--- src/rtl/nsa_pkg.sv ---
// Shared constants for the nibble-serial adder: state encoding and slice width.
package nsa_pkg;
  localparam int NIBBLE_W = 4;

  localparam logic [1:0] NSA_IDLE = 2'd0;
  localparam logic [1:0] NSA_RUN  = 2'd1;
  localparam logic [1:0] NSA_DONE = 2'd2;
endpackage

--- src/rtl/add4_slice.sv ---
// Combinational 4-bit ripple-carry adder slice, shared across all nibbles of an add.
module add4_slice (
  output logic [3:0] s,
  output logic       cout,
  input  logic [3:0] a,
  input  logic [3:0] b,
  input  logic       cin
);
  logic [4:0] c;

  always_comb begin
    s    = '0;
    c    = '0;
    c[0] = cin;
    for (int i = 0; i < 4; i++) begin
      s[i]   = a[i] ^ b[i] ^ c[i];
      c[i+1] = (a[i] & b[i]) | (c[i] & (a[i] ^ b[i]));
    end
    cout = c[4];
  end
endmodule

--- src/rtl/nibble_serial_add.sv ---
// Multi-cycle WIDTH-bit adder, one nibble per clock through a single add4_slice.
// Optional NSA_SUB_EN adds a 'sub' input that turns the operation into a-b.
module nibble_serial_add
  import nsa_pkg::*;
#(
  parameter int WIDTH = 16
) (
  input  logic             clk,
  input  logic             rst,
  input  logic             start,
  input  logic [WIDTH-1:0] a,
  input  logic [WIDTH-1:0] b,
  input  logic             cin,
`ifdef NSA_SUB_EN
  input  logic             sub,
`endif
  output logic             busy,
  output logic             done,
  output logic [WIDTH-1:0] sum,
  output logic             cout,
  output logic             overflow
);
  localparam int NIB   = WIDTH / NIBBLE_W;
  localparam int CNT_W = (NIB > 1) ? $clog2(NIB) : 1;
  localparam logic [CNT_W-1:0] LAST = CNT_W'(NIB - 1);

  logic [1:0]       state_q, state_d;
  logic [CNT_W-1:0] cnt_q, cnt_d;
  logic [WIDTH-1:0] a_q, a_d, b_q, b_d, sum_q, sum_d;
  logic             carry_q, carry_d, cout_q, cout_d, ovf_q, ovf_d;

  int                    nib_idx;
  logic [NIBBLE_W-1:0]   slice_a, slice_b, slice_s;
  logic                  slice_co;

  assign nib_idx = int'(cnt_q) * NIBBLE_W;
  assign slice_a = a_q[nib_idx +: NIBBLE_W];
  assign slice_b = b_q[nib_idx +: NIBBLE_W];

  add4_slice u_slice (
    .s    (slice_s),
    .cout (slice_co),
    .a    (slice_a),
    .b    (slice_b),
    .cin  (carry_q)
  );

  always_comb begin
    state_d = state_q;
    cnt_d   = cnt_q;
    a_d     = a_q;
    b_d     = b_q;
    sum_d   = sum_q;
    carry_d = carry_q;
    cout_d  = cout_q;
    ovf_d   = ovf_q;
    case (state_q)
      NSA_IDLE, NSA_DONE: begin
        if (start) begin
          a_d     = a;
          cnt_d   = '0;
          state_d = NSA_RUN;
`ifdef NSA_SUB_EN
          b_d     = sub ? ~b : b;
          carry_d = sub | cin;
`else
          b_d     = b;
          carry_d = cin;
`endif
        end else begin
          state_d = NSA_IDLE;
        end
      end
      NSA_RUN: begin
        sum_d[nib_idx +: NIBBLE_W] = slice_s;
        carry_d = slice_co;
        if (cnt_q == LAST) begin
          cout_d  = slice_co;
          // b_q already holds ~b when subtracting, so this covers both ops
          ovf_d   = (a_q[WIDTH-1] == b_q[WIDTH-1]) &&
                    (slice_s[NIBBLE_W-1] != a_q[WIDTH-1]);
          state_d = NSA_DONE;
        end else begin
          cnt_d = cnt_q + CNT_W'(1);
        end
      end
      default: state_d = NSA_IDLE;
    endcase
  end

  always_ff @(posedge clk or posedge rst) begin
    if (rst) begin
      state_q <= NSA_IDLE;
      cnt_q   <= '0;
      a_q     <= '0;
      b_q     <= '0;
      sum_q   <= '0;
      carry_q <= 1'b0;
      cout_q  <= 1'b0;
      ovf_q   <= 1'b0;
    end else begin
      state_q <= state_d;
      cnt_q   <= cnt_d;
      a_q     <= a_d;
      b_q     <= b_d;
      sum_q   <= sum_d;
      carry_q <= carry_d;
      cout_q  <= cout_d;
      ovf_q   <= ovf_d;
    end
  end

  assign busy     = (state_q == NSA_RUN);
  assign done     = (state_q == NSA_DONE);
  assign sum      = sum_q;
  assign cout     = cout_q;
  assign overflow = ovf_q;
endmodule

--- config.mk ---
export PLATFORM = sky130hd
export DESIGN_NAME = nibble_serial_add
export DESIGN_NICKNAME = d
export VERILOG_FILES = /design/src/rtl/nsa_pkg.sv /design/src/rtl/add4_slice.sv /design/src/rtl/nibble_serial_add.sv
export SDC_FILE = /design/constraint.sdc
export NUM_CORES = 1
export LEC_CHECK = 0
export ABC_AREA = 1
export BUFFER_PORTS_ARGS = -buffer_cell sky130_fd_sc_hd__buf_2
export CORE_ASPECT_RATIO = 0.8
export CORE_MARGIN = 5
export CORE_UTILIZATION = 45
export DETAILED_ROUTE_END_ITERATION = 10
export GPL_ROUTABILITY_DRIVEN = 0
export MAX_ROUTING_LAYER = met4
export PLACE_DENSITY = 0.7
export SLEW_MARGIN = 20
export SYNTH_ARGS = -nofsm -noshare
export SYNTH_HDL_FRONTEND = slang
export SYNTH_SLANG_ARGS = --single-unit
--- constraint.sdc ---
create_clock -name clk -period 3.12 [get_ports clk]
set_input_delay 0.312 -clock clk [delete_from_list [all_inputs] [get_ports clk]]
set_output_delay 0.312 -clock clk [all_outputs]
set_load 0.01 [all_outputs]
==> flow_summary.toml <==
[pwr]
p_leak_nw = 1.80
power.density_mw_per_mm2 = 1110
peakVddDrop_v = 0.000502

[timing]
min_period_ns = 2.94
setup-violations-final = 0
worst_pin_slew_ns = 0.801
max_slew_margin = 0.464
slew_viol_final = 0
fmax_mhz = 340
hold_violations = 0
skew_ns = 0.00435
rsz0062_at_grt = "no"
post-route-period-util = 0.942
setup-tns-final_ns = 0

[die]
fp-row-count = 25
start_util = 0.461
coreArea_sq_mm = 0.00588
die-area_sq_mm = 0.00769
die_w_microns = 96.8
dieHeight_microns = 79.5
pin_count = 56

[detailed_routing]
first_pass_iters = 4
drtIter0Drc = 207
met2_length_microns = 2650
met1_length_microns = 3160
highest_layer = "met4"
avgViaCountPerCell = 4.86
ant_nets = 0
vias = 2319
routedWlPerCell_microns = 13.0
wl_microns = 6200
wl_met3_microns = 334
drc = 0

[synthesis]
yosysSeqAreaShare = 0.507
netlist_instances = 338
syn_avg_cell_area_sq_um = 8.03
synth-edff-count = 0
ys_ff_latch = 55
synth_async_sr_flop_share = 1.00
synthFlopType = "dfrtp_1"
yosysWarnings = 0
netlist_area_sq_mm = 0.00271
synthDistinctLibCells = 18
syn-num-nets = 384

[critical_path]
crit_fanout = 6
path_class = "flop to flop"
worstSetupEndpointType = "flop"
critPathMaxStageDelay_ns = 0.65
worst-r2r-setup-slack_ns = 0.18
critPathLaunchType = "flop"
cp_data_required_time_ns = 3.32
crit_chain = "nor2_1 -> nor2_1 -> o21ai_0 -> nand2_1 -> fa_1 -> fa_2 -> fa_2 -> fa_2 -> inv_1 -> nand3_1 -> nand2_1 -> nand2_1 -> nand2_1"
critPathArrivalTime_ns = 3.14
crit_top_cell = "nand2_1"
slowest_stage = "fa_2"

[final_layout]
final_cell_mix = "nand2_1 (121), buf_2 (55), dfrtp_1 (54)"
instances_no_fill = 477
fin_nets = 441
drive_gt1_frac = 0.207
area_growth_pct = 17.2
n_fill_cell = 575
antenna-diode-count = 0
final_common_cell = "nand2_1"

[clock_network]
clkTransAtPathRegs_ns = 0.09
h-tree-depth = 2
clkLatencyLatePin_ns = 0.31
clkSinkCount = 55
post_cts_buffers = 0
root_buffer = "clkbuf_8"
ctsLongestPathBuffers = 2
ctsHoldBuffers = 0
cts_tree = "yes"
cts-buffers-inserted = 5

[global_routing]
grt_use_total = 0.181
overflow = 0
antenna_found_initial = 0
grt_pass1_wl_microns = 11000
grt_pass1_vias = 2304
grt_max_degree = 50

[placement]
dpl.hpwl_microns = 4820
dp_cells = 469
io_buffer_count = 55

[min_path]
hold_path.class = "input pin to async pin"

[run_status]
status = "finished, final reports clean"

[flow_run]
cap_violations = 0
## cell type report
type                            instances  area (sq um)  area share
Clock inverter                          2          12.5     0.00394
Tap cell                               81           101      0.0319
Multi-Input combinational cell        235          1140       0.359
Clock buffer                            6          72.6      0.0228
Sequential cell                        55          1380       0.433
Timing Repair Buffer                   64           343       0.108
Inverter                               34           130      0.0409
## report_power, final
group | internal [mW] | total [mW] | switching [mW] | leakage, nW
Clock | 0.157 | 0.384 | 0.227 | 0.0412
Combinational | 0.740 | 1.95 | 1.21 | 1.08
Sequential | 1.02 | 1.20 | 0.177 | 0.681
Total | 1.92 | 3.54 | 1.62 | 1.80
## flip-flops by register name (all words and copies together) (netlist names)
| signal | cells |
|---|---|
| cout | 1 |
| cnt_q | 2 |
| overflow | 1 |
| a_q | 16 |
| carry_q | 1 |
| b_q | 16 |
| state_q | 2 |
| sum | 16 |
## final timing paths
kind / startpoint / endpoint / depth (start not counted)
max reg2reg: cnt_q[0]$_DFFE_PP0P_ / overflow$_DFFE_PP0P_ / 13
min: rst / b_q[12]$_DFFE_PP0P_ / 2
max in group asynchronous: rst / cnt_q[0]$_DFFE_PP0P_ / 3
max: cnt_q[0]$_DFFE_PP0P_ / overflow$_DFFE_PP0P_ / 13
min in group clk: b[6] / b_q[6]$_DFFE_PP0P_ / 3
min reg2reg: a_q[14]$_DFFE_PP0P_ / a_q[14]$_DFFE_PP0P_ / 2
## synthesized netlist by cell type (2+ instances only)
cell type	n	area, sq um
a21oi_1	13	65.1
buf_2	5	25.0
buf_6	2	22.5
clkbuf_1	6	22.5
dfrtp_1	55	1380
fa_1	4	80.1
ha_1	6	75.1
inv_1	33	124
nand2_1	121	454
nand3_1	35	175
nor2_1	31	116
o211ai_1	13	97.6
o21ai_0	9	45.0
## critical path: cells and delay by family, from the launching register on
kind            cells  cell delay, ns
fa+ha+maj           4            1.77
flops               1            0.46
simple gates        7            0.46
compound gates      1            0.08
buf+inv             1            0.06
## timing repair
item | in CTS | in global routing
pin swaps | 0 | 1
setup endpoints to repair | 1 | 5
gates resized for setup | 1 | 7
endpoints found under the hold margin | 0 | 0
## cells by family (layout without fill, tap and decap cells)
group / after synthesis / after routing / share of synthesized area
and+or+nand+nor: 190 / 190 / 0.284
adders and majority gates: 10 / 10 / 0.0572
AOI/OAI and AO/OA: 35 / 35 / 0.0765
buffers and inverters: 48 / 106 / 0.0756
DFF: 55 / 55 / 0.507
## metal layers
layer  vias to the layer above  track usage
li1                       1180            -
met1                      1073        0.259
met2                        59        0.265
met3                         7       0.0367
met4                         0       0.0435
met5                         -            -
## stage by stage
| stage | setup WS [ns] | cell area, sq um | util | hold WS [ns] | power [mW] |
|---|---|---|---|---|---|
| 6_report | 0.182 | 3180 | 0.541 | 0.108 | 3.54 |
| 5_1_grt | 0.0230 | 3180 | 0.541 | 0.178 | 3.88 |
| 4_1_cts | 0.0315 | 3170 | 0.539 | 0.140 | 3.51 |
| 3_5_place_dp | 0.0266 | 3080 | 0.524 | 0.456 | 3.09 |
| 3_3_place_gp | 0.133 | 3080 | 0.524 | 0.453 | 3.03 |
| 2_1_floorplan | 0.0644 | 2710 | - | 0.437 | 2.51 |
No activity file was read; power rests on OpenSTA's default activity.
